===== src/rtl/wb_stream_pkg.sv =====
// wb_stream_pkg
// Shared constants for the Wishbone stream writer: cycle-type and burst-type
// encodings driven on the bus, and the controller FSM state encoding.
// No ports (package).
package wb_stream_pkg;

  // Wishbone registered-feedback cycle types
  localparam logic [2:0] CTI_CLASSIC = 3'b000;
  localparam logic [2:0] CTI_INC     = 3'b010;
  localparam logic [2:0] CTI_EOB     = 3'b111;

  // Burst type: linear incrementing only
  localparam logic [1:0] BTE_LINEAR  = 2'b00;

  // Controller FSM states
  localparam logic [1:0] IDLE        = 2'd0;
  localparam logic [1:0] WAIT_ROOM   = 2'd1;
  localparam logic [1:0] BURST       = 2'd2;

endpackage


===== src/rtl/wb_stream_writer_ctrl_if.sv =====
// wb_stream_writer_ctrl_if
// Bundles the Wishbone master bus and the outgoing valid/ready stream of the
// stream writer controller.
//   master modport : controller side (drives wbm_*_o and stream_m_*_o)
//   slave modport  : memory/sink side (drives wbm_*_i and stream_m_ready_i)
// Optional macro WB_STREAM_WRITER_LAST_EN adds stream_m_last_o.
interface wb_stream_writer_ctrl_if #(
  parameter int WB_AW = 32,
  parameter int WB_DW = 32
);
  logic [WB_AW-1:0]   wbm_adr_o;
  logic [WB_DW-1:0]   wbm_dat_o;
  logic [WB_DW/8-1:0] wbm_sel_o;
  logic               wbm_we_o;
  logic               wbm_cyc_o;
  logic               wbm_stb_o;
  logic [2:0]         wbm_cti_o;
  logic [1:0]         wbm_bte_o;
  logic [WB_DW-1:0]   wbm_dat_i;
  logic               wbm_ack_i;
  logic               wbm_err_i;
  logic               wbm_rty_i;
  logic [WB_DW-1:0]   stream_m_data_o;
  logic               stream_m_valid_o;
  logic               stream_m_ready_i;
`ifdef WB_STREAM_WRITER_LAST_EN
  logic               stream_m_last_o;
`endif

  modport master (
    output wbm_adr_o, wbm_dat_o, wbm_sel_o, wbm_we_o, wbm_cyc_o, wbm_stb_o,
           wbm_cti_o, wbm_bte_o,
    input  wbm_dat_i, wbm_ack_i, wbm_err_i, wbm_rty_i,
    output stream_m_data_o, stream_m_valid_o,
`ifdef WB_STREAM_WRITER_LAST_EN
    output stream_m_last_o,
`endif
    input  stream_m_ready_i
  );

  modport slave (
    input  wbm_adr_o, wbm_dat_o, wbm_sel_o, wbm_we_o, wbm_cyc_o, wbm_stb_o,
           wbm_cti_o, wbm_bte_o,
    output wbm_dat_i, wbm_ack_i, wbm_err_i, wbm_rty_i,
    input  stream_m_data_o, stream_m_valid_o,
`ifdef WB_STREAM_WRITER_LAST_EN
    input  stream_m_last_o,
`endif
    output stream_m_ready_i
  );
endinterface


===== src/rtl/wb_stream_writer_fifo.sv =====
// wb_stream_writer_fifo
// First-word-fall-through FIFO built from a RAM array with a registered read
// port; the read register doubles as the output holding stage.
// Ports:
//   wb_clk_i, wb_rst_i : clock, synchronous active-high reset (flushes)
//   push, push_data    : write side (caller never pushes when full)
//   pop                : consume the head word (only when valid)
//   pop_data, valid    : head word and non-empty flag
//   level              : total words held (RAM + output stage), 0..2^AW
module wb_stream_writer_fifo #(
  parameter int DW = 32,
  parameter int AW = 6
) (
  input  logic          wb_clk_i,
  input  logic          wb_rst_i,
  input  logic          push,
  input  logic [DW-1:0] push_data,
  input  logic          pop,
  output logic [DW-1:0] pop_data,
  output logic          valid,
  output logic [AW:0]   level
);
  localparam int DEPTH = 1 << AW;

  logic [DW-1:0] mem [0:DEPTH-1];
  logic [AW-1:0] wr_ptr_reg, rd_ptr_reg;
  logic [AW:0]   ram_cnt_reg;
  logic [DW-1:0] dout_reg;
  logic          valid_reg;
  logic          rd_en;

  // Refill the output stage whenever it is empty or being consumed. The RAM
  // read never targets the slot being written: rd_en needs ram_cnt != 0.
  assign rd_en = (ram_cnt_reg != '0) && (!valid_reg || pop);

  always_ff @(posedge wb_clk_i) begin
    if (push) mem[wr_ptr_reg] <= push_data;
  end

  always_ff @(posedge wb_clk_i) begin
    if (rd_en) dout_reg <= mem[rd_ptr_reg];
  end

  always_ff @(posedge wb_clk_i) begin
    if (wb_rst_i) begin
      wr_ptr_reg  <= '0;
      rd_ptr_reg  <= '0;
      ram_cnt_reg <= '0;
      valid_reg   <= 1'b0;
    end else begin
      if (push)  wr_ptr_reg <= wr_ptr_reg + 1'b1;
      if (rd_en) rd_ptr_reg <= rd_ptr_reg + 1'b1;
      ram_cnt_reg <= ram_cnt_reg + {{AW{1'b0}}, push} - {{AW{1'b0}}, rd_en};
      if (rd_en)    valid_reg <= 1'b1;
      else if (pop) valid_reg <= 1'b0;
    end
  end

  assign pop_data = dout_reg;
  assign valid    = valid_reg;
  assign level    = ram_cnt_reg + {{AW{1'b0}}, valid_reg};
endmodule


===== src/rtl/wb_stream_writer_ctrl.sv =====
// wb_stream_writer_ctrl
// Wishbone burst read master: fetches buf_size bytes from start_adr in bursts
// of burst_size words and emits them on a valid/ready stream via an internal
// FIFO. A burst is only issued when the FIFO can absorb all of it.
// Ports:
//   wb_clk_i, wb_rst_i : clock, synchronous active-high reset
//   bus                : Wishbone master + stream (master modport)
//   enable             : single-cycle start pulse (ignored while busy)
//   start_adr          : buffer start, byte address
//   buf_size           : buffer length in bytes (low 2 bits ignored)
//   burst_size         : burst length in words (clamped to 1..FIFO depth)
//   busy               : memory fetch in progress
//   tx_cnt             : words fetched in current/last transfer
// Optional macro WB_STREAM_WRITER_LAST_EN adds a last flag per word.
module wb_stream_writer_ctrl
  import wb_stream_pkg::*;
#(
  parameter int WB_AW   = 32,
  parameter int WB_DW   = 32,
  parameter int FIFO_AW = 6
) (
  input  logic                    wb_clk_i,
  input  logic                    wb_rst_i,
  wb_stream_writer_ctrl_if.master bus,
  input  logic                    enable,
  input  logic [WB_AW-1:0]        start_adr,
  input  logic [WB_AW-1:0]        buf_size,
  input  logic [WB_AW-1:0]        burst_size,
  output logic                    busy,
  output logic [WB_DW-1:0]        tx_cnt
);
  localparam int              DEPTH   = 1 << FIFO_AW;
  localparam logic [WB_AW-1:0] DEPTH_W = WB_AW'(DEPTH);
`ifdef WB_STREAM_WRITER_LAST_EN
  localparam int FW = WB_DW + 1;
`else
  localparam int FW = WB_DW;
`endif

  logic [1:0]       state_reg;
  logic [WB_AW-1:0] adr_reg, remaining_reg;
  logic [WB_DW-1:0] tx_cnt_reg;
  logic [FIFO_AW:0] beat_reg, burst_len_reg;
  logic             busy_reg;

  logic [WB_AW-1:0] words, blen_cfg, burst_len_cur;
  logic [FIFO_AW:0] level, free_slots;
  logic             last_beat, push, pop, fifo_valid;
  logic [FW-1:0]    push_data, pop_data;
  logic [3:0]       unused_bits;

  assign unused_bits = {buf_size[1:0], start_adr[1:0]};

  assign words = {2'b00, buf_size[WB_AW-1:2]};

  always_comb begin
    blen_cfg = burst_size;
    if (burst_size == '0)          blen_cfg = WB_AW'(1);
    else if (burst_size > DEPTH_W) blen_cfg = DEPTH_W;
  end

  assign burst_len_cur = (blen_cfg < remaining_reg) ? blen_cfg : remaining_reg;
  assign free_slots    = (FIFO_AW+1)'(DEPTH) - level;
  assign last_beat     = (beat_reg == burst_len_reg - 1'b1);

  always_ff @(posedge wb_clk_i) begin
    if (wb_rst_i) begin
      state_reg     <= IDLE;
      adr_reg       <= '0;
      remaining_reg <= '0;
      tx_cnt_reg    <= '0;
      beat_reg      <= '0;
      burst_len_reg <= '0;
      busy_reg      <= 1'b0;
    end else begin
      case (state_reg)
        IDLE: begin
          if (enable && words != '0) begin
            adr_reg       <= {start_adr[WB_AW-1:2], 2'b00};
            remaining_reg <= words;
            tx_cnt_reg    <= '0;
            busy_reg      <= 1'b1;
            state_reg     <= WAIT_ROOM;
          end
        end
        WAIT_ROOM: begin
          // burst_len_cur never exceeds DEPTH, so the narrowing is lossless
          if (WB_AW'(free_slots) >= burst_len_cur) begin
            burst_len_reg <= burst_len_cur[FIFO_AW:0];
            beat_reg      <= '0;
            state_reg     <= BURST;
          end
        end
        BURST: begin
          // err wins over a simultaneous ack; rty is simply not an ack
          if (bus.wbm_err_i) begin
            beat_reg  <= '0;
            busy_reg  <= 1'b0;
            state_reg <= IDLE;
          end else if (bus.wbm_ack_i) begin
            adr_reg       <= adr_reg + WB_AW'(4);
            tx_cnt_reg    <= tx_cnt_reg + WB_DW'(1);
            remaining_reg <= remaining_reg - WB_AW'(1);
            beat_reg      <= beat_reg + 1'b1;
            if (last_beat) begin
              beat_reg <= '0;
              if (remaining_reg == WB_AW'(1)) begin
                busy_reg  <= 1'b0;
                state_reg <= IDLE;
              end else begin
                state_reg <= WAIT_ROOM;
              end
            end
          end
        end
        default: state_reg <= IDLE;
      endcase
    end
  end

  assign push = (state_reg == BURST) && bus.wbm_ack_i && !bus.wbm_err_i;
  assign pop  = fifo_valid && bus.stream_m_ready_i;

`ifdef WB_STREAM_WRITER_LAST_EN
  assign push_data = {remaining_reg == WB_AW'(1), bus.wbm_dat_i};
  assign bus.stream_m_last_o = pop_data[WB_DW];
`else
  assign push_data = bus.wbm_dat_i;
`endif

  wb_stream_writer_fifo #(.DW(FW), .AW(FIFO_AW)) u_fifo (
    .wb_clk_i  (wb_clk_i),
    .wb_rst_i  (wb_rst_i),
    .push      (push),
    .push_data (push_data),
    .pop       (pop),
    .pop_data  (pop_data),
    .valid     (fifo_valid),
    .level     (level)
  );

  assign bus.wbm_adr_o        = adr_reg;
  assign bus.wbm_dat_o        = '0;
  assign bus.wbm_sel_o        = '1;
  assign bus.wbm_we_o         = 1'b0;
  assign bus.wbm_cyc_o        = (state_reg == BURST);
  assign bus.wbm_stb_o        = (state_reg == BURST);
  assign bus.wbm_cti_o        = (state_reg != BURST) ? CTI_CLASSIC :
                                (last_beat ? CTI_EOB : CTI_INC);
  assign bus.wbm_bte_o        = BTE_LINEAR;
  assign bus.stream_m_data_o  = pop_data[WB_DW-1:0];
  assign bus.stream_m_valid_o = fifo_valid;

  assign busy   = busy_reg;
  assign tx_cnt = tx_cnt_reg;
endmodule


===== src/flat_wrapper.sv =====
// flat-port wrapper written by rule: the top's interface ports become plain ports
module wb_stream_writer_ctrl_flat import wb_stream_pkg::*;
#(
  parameter int WB_AW   = 32,
  parameter int WB_DW   = 32,
  parameter int FIFO_AW = 6
)
  (wb_clk_i, wb_rst_i, enable, start_adr, buf_size, burst_size, busy, tx_cnt, bus_wbm_adr_o, bus_wbm_dat_o, bus_wbm_sel_o, bus_wbm_we_o, bus_wbm_cyc_o, bus_wbm_stb_o, bus_wbm_cti_o, bus_wbm_bte_o, bus_wbm_dat_i, bus_wbm_ack_i, bus_wbm_err_i, bus_wbm_rty_i, bus_stream_m_data_o, bus_stream_m_valid_o, bus_stream_m_ready_i);
  wb_stream_writer_ctrl_if #(.WB_AW(WB_AW), .WB_DW(WB_DW)) bus_i ();
  input  logic wb_clk_i;
  input  logic wb_rst_i;
  input  logic enable;
  input  logic [WB_AW-1:0] start_adr;
  input  logic [WB_AW-1:0] buf_size;
  input  logic [WB_AW-1:0] burst_size;
  output logic busy;
  output logic [WB_DW-1:0] tx_cnt;
  output wire logic [$bits(bus_i.wbm_adr_o)-1:0] bus_wbm_adr_o;
  output wire logic [$bits(bus_i.wbm_dat_o)-1:0] bus_wbm_dat_o;
  output wire logic [$bits(bus_i.wbm_sel_o)-1:0] bus_wbm_sel_o;
  output wire logic [$bits(bus_i.wbm_we_o)-1:0] bus_wbm_we_o;
  output wire logic [$bits(bus_i.wbm_cyc_o)-1:0] bus_wbm_cyc_o;
  output wire logic [$bits(bus_i.wbm_stb_o)-1:0] bus_wbm_stb_o;
  output wire logic [$bits(bus_i.wbm_cti_o)-1:0] bus_wbm_cti_o;
  output wire logic [$bits(bus_i.wbm_bte_o)-1:0] bus_wbm_bte_o;
  input wire logic [$bits(bus_i.wbm_dat_i)-1:0] bus_wbm_dat_i;
  input wire logic [$bits(bus_i.wbm_ack_i)-1:0] bus_wbm_ack_i;
  input wire logic [$bits(bus_i.wbm_err_i)-1:0] bus_wbm_err_i;
  input wire logic [$bits(bus_i.wbm_rty_i)-1:0] bus_wbm_rty_i;
  output wire logic [$bits(bus_i.stream_m_data_o)-1:0] bus_stream_m_data_o;
  output wire logic [$bits(bus_i.stream_m_valid_o)-1:0] bus_stream_m_valid_o;
  input wire logic [$bits(bus_i.stream_m_ready_i)-1:0] bus_stream_m_ready_i;
  assign bus_wbm_adr_o = bus_i.wbm_adr_o;
  assign bus_wbm_dat_o = bus_i.wbm_dat_o;
  assign bus_wbm_sel_o = bus_i.wbm_sel_o;
  assign bus_wbm_we_o = bus_i.wbm_we_o;
  assign bus_wbm_cyc_o = bus_i.wbm_cyc_o;
  assign bus_wbm_stb_o = bus_i.wbm_stb_o;
  assign bus_wbm_cti_o = bus_i.wbm_cti_o;
  assign bus_wbm_bte_o = bus_i.wbm_bte_o;
  assign bus_i.wbm_dat_i = bus_wbm_dat_i;
  assign bus_i.wbm_ack_i = bus_wbm_ack_i;
  assign bus_i.wbm_err_i = bus_wbm_err_i;
  assign bus_i.wbm_rty_i = bus_wbm_rty_i;
  assign bus_stream_m_data_o = bus_i.stream_m_data_o;
  assign bus_stream_m_valid_o = bus_i.stream_m_valid_o;
  assign bus_i.stream_m_ready_i = bus_stream_m_ready_i;
  wb_stream_writer_ctrl #(.WB_AW(WB_AW), .WB_DW(WB_DW), .FIFO_AW(FIFO_AW)) u_core (.wb_clk_i(wb_clk_i), .wb_rst_i(wb_rst_i), .bus(bus_i), .enable(enable), .start_adr(start_adr), .buf_size(buf_size), .burst_size(burst_size), .busy(busy), .tx_cnt(tx_cnt));
endmodule

===== config.mk =====
export PLATFORM = sky130hd
export DESIGN_NAME = wb_stream_writer_ctrl_flat
export DESIGN_NICKNAME = d
export VERILOG_FILES = /design/src/rtl/wb_stream_pkg.sv /design/src/rtl/wb_stream_writer_ctrl_if.sv /design/src/rtl/wb_stream_writer_fifo.sv /design/src/rtl/wb_stream_writer_ctrl.sv /design/src/flat_wrapper.sv
export SDC_FILE = /design/constraint.sdc
export NUM_CORES = 2
export LEC_CHECK = 0
export CAP_MARGIN = 30
export CORE_MARGIN = 2
export CORE_UTILIZATION = 30
export CTS_BUF_LIST = sky130_fd_sc_hd__clkbuf_16
export CTS_CLUSTER_DIAMETER = 80
export DETAILED_ROUTE_END_ITERATION = 12
export SLEW_MARGIN = 20
export SYNTH_ARGS = -nofsm -noshare
export SYNTH_HDL_FRONTEND = slang
export SYNTH_SLANG_ARGS = --single-unit
export TNS_END_PERCENT = 100

===== constraint.sdc =====
create_clock -name wb_clk_i -period 6.95 [get_ports wb_clk_i]
set_input_delay 1.7375 -clock wb_clk_i [delete_from_list [all_inputs] [get_ports wb_clk_i]]
set_output_delay 1.7375 -clock wb_clk_i [all_outputs]
set_load 0.05 [all_outputs]

==> metrics.yaml <==
status: "completed"
yosysSeqAreaShare_pct: 74.3
cts_tree: "built"
finish.net_count: 4761
rows: 198
pre_cts_slack_ns: 0.0665
synth_warnings: 0
crit_type: "input port to flop"
final_util_pct: 35.4
drive_gt1_share_pct: 26.3
instances_no_fill: 8649
netlist_instances: 4154
grt_antenna_before_repair: 37
maxCapViolCount: 0
max_stage_delay_ns: 0.42
core_area_sq_um: 291000
timing.final.crit_share_pct: 88.3
grt_pass1_wl_um: 324000
finClkSkew_ns: 0.0715
final_cell_mix: "edfxtp_1 (2080), mux4_2 (672), clkbuf_16 (222)"
netlist-cell-type-count: 78
post_cts_buffers: 0
postLayoutCellArea_sq_um: 103000
cts_hold_buffers: 0
tightest_slew_ns: 0.981
drcViolationCount: 0
drt_iter0_markers: 4980
ys.flop_type: "edfxtp_1"
start_util_pct: 30.1
synth_edf_count: 2080
cts-root-buf: "clkbuf_16"
vias: 43900
vias_per_cell: 5.08
grt_pass1_vias: 43800
relSlewSlack_pct: 34.6
h-tree-depth: 4
required_ns: 7.66
worst_setup_path_end_kind: "flop"
finalHoldViolCount: 0
peakVddDrop_v: 0.000274
crit_slowest_cell: "clkdlybuf4s50_1"
yosysTopAreaCellShare_pct: 71.4
clk_pin_slew_ns: 0.06
ctsResizeCount: 0
cp.arrival_ns: 6.85
die_x_um: 544
clk-insertion-delay-late_ns: 0.88
place_area_sq_um: 95800
io_pins: 277
final_common_cell: "edfxtp_1"
portBuffers: 230
largest-register: "u_core.u_fifo.mem"
cp_cell_sequence: "clkdlybuf4s50_1 -> nor4_1 -> nand4_1 -> a211oi_1 -> buf_4 -> and2_1 -> ha_1 -> a21oi_1 -> o21ai_1 -> o21a_1 -> a211o_1 -> a221oi_1 -> buf_4 -> mux2i_1 -> ha_1 -> a21o_1 -> a21oi_1 -> o21a_1 -> o21ai_1 -> a41oi_1 -> a21bo_2 -> a311oi_1"
drtPass1Iterations: 7
dp_cells: 8234
synth_area_leaders: "edfxtp_1 (71%), mux4_2 (17%), dfxtp_1 (3.0%)"
cts_made_buffers: 222
ant_nets: 0
power.density_nw_per_um2: 329
ys_seq_elements: 2211
slew_violations: 0
timing.final.ws_setup_ns: 0.813
die_area_sq_um: 296000
die_h_um: 544
clk_path_buf_depth: 3
rsz0062_at_grt: "false"
power_mw: 33.9
routedWlPerCell_um: 26.5
setup_tns_ns: 0
track_usage_pct: 15.2
leakagePower_nw: 31.2
min_period_ns: 6.14
avgSynthCellArea_sq_um: 21.1
synth_area_sq_um: 87500
max_freq_mhz: 163
yosys.area.top_type: "edfxtp_1"
startpoint_type: "input port"
synthArstFlopShare_pct: 0
hpwl_um: 136000
routed_wl_um: 229000
syn_to_final_growth_pct: 17.5
grt_max_degree: 106
cts_sinks: 2211
hp-class: "flop to flop"
setup_viol: 0
hold_ws_ns: 0.501
critPathMaxFanout: 12
largest_reg_flops: 2048
place.gp.congestion: 0.826
grt.overflow.total: 0
[per-layer routing]
| metal | share of wire, % | global-route usage (%) | vias to the layer above |
|---|---|---|---|
| met5 | 0.060 | 0 | - |
| met3 | 8.3 | 3.73 | 333 |
| li1 | - | - | 18100 |
| met1 | 40 | 20.1 | 23700 |
| met2 | 49 | 24.9 | 1776 |
| met4 | 2.5 | 4.29 | 22 |
[cell families (layout without fill, tap and decap cells)]
logic type	after synthesis	count (layout)	share of synthesized area (%)
adders and majority gates	64	64	0.923
DFF	2211	2211	74.3
and+or+nand+nor	507	507	2.78
muxes	680	680	17.4
AOI/OAI and AO/OA	306	306	2.25
buffers and inverters	327	851	1.73
other	2	73	0.00858
xor gates and xnor gates	57	57	0.587
[cells in the mapped netlist, types with 7 or more instances]
cell type  count
o21ai_1       23
a221oi_1      12
buf_1         44
xor2_1        29
and3_1        19
buf_4         55
ha_1          63
a21oi_1       86
o22ai_1       14
buf_2         43
edfxtp_1    2080
nor3_1        25
a22oi_1        9
mux2i_1        7
clkbuf_1     119
nor2_1       196
nand4_1       32
and2_1        10
nand2b_1      10
o21ai_0       56
a22o_1         8
or3_1         10
a211oi_1      33
a31oi_1        7
nor4_1        25
nand3_1       46
xnor2_1       27
inv_1         58
nand2_1       97
mux4_2       672
dfxtp_1      131
[path summary, 6_finish.rpt]
kind	start	endpoint	slack (ns)	depth (start not counted)
worst max-delay path	burst_size[10]	u_core.beat_reg[4]$_SDFFE_PP0P_	0.81	22
worst min-delay path	u_core.tx_cnt[22]$_SDFFE_PP0P_	u_core.tx_cnt[22]$_SDFFE_PP0P_	0.50	2
worst max register to register	u_core.remaining_reg[7]$_SDFFE_PP0P_	u_core.beat_reg[4]$_SDFFE_PP0P_	2.57	17
worst min register to register	u_core.tx_cnt[22]$_SDFFE_PP0P_	u_core.tx_cnt[22]$_SDFFE_PP0P_	0.50	2
[power breakdown]
group	switching, mW	internal [mW]
Clock	5.07	6.18
Combinational	3.99	3.53
Sequential	0.301	14.8
[final cells by class]
class | count | area [sq um]
antenna | 7 | 17.5
clock buffer | 222 | 5560
clock inverter | 182 | 1350
fill | 26700 | 188000
inverter | 63 | 236
multi-input combinational | 1680 | 21700
sequential | 2211 | 65100
tap | 3900 | 4880
timing repair buffer | 384 | 4060
[critical path: cells and delay by family]
family                     cells  cell delay, ns
AOI/OAI and AO/OA             13            2.65
adders and majority gates      2            0.55
muxes                          1            0.28
buffers and inverters          3            0.87
and+or+nand+nor                3            0.74
Power figures use the tool's default switching activity.
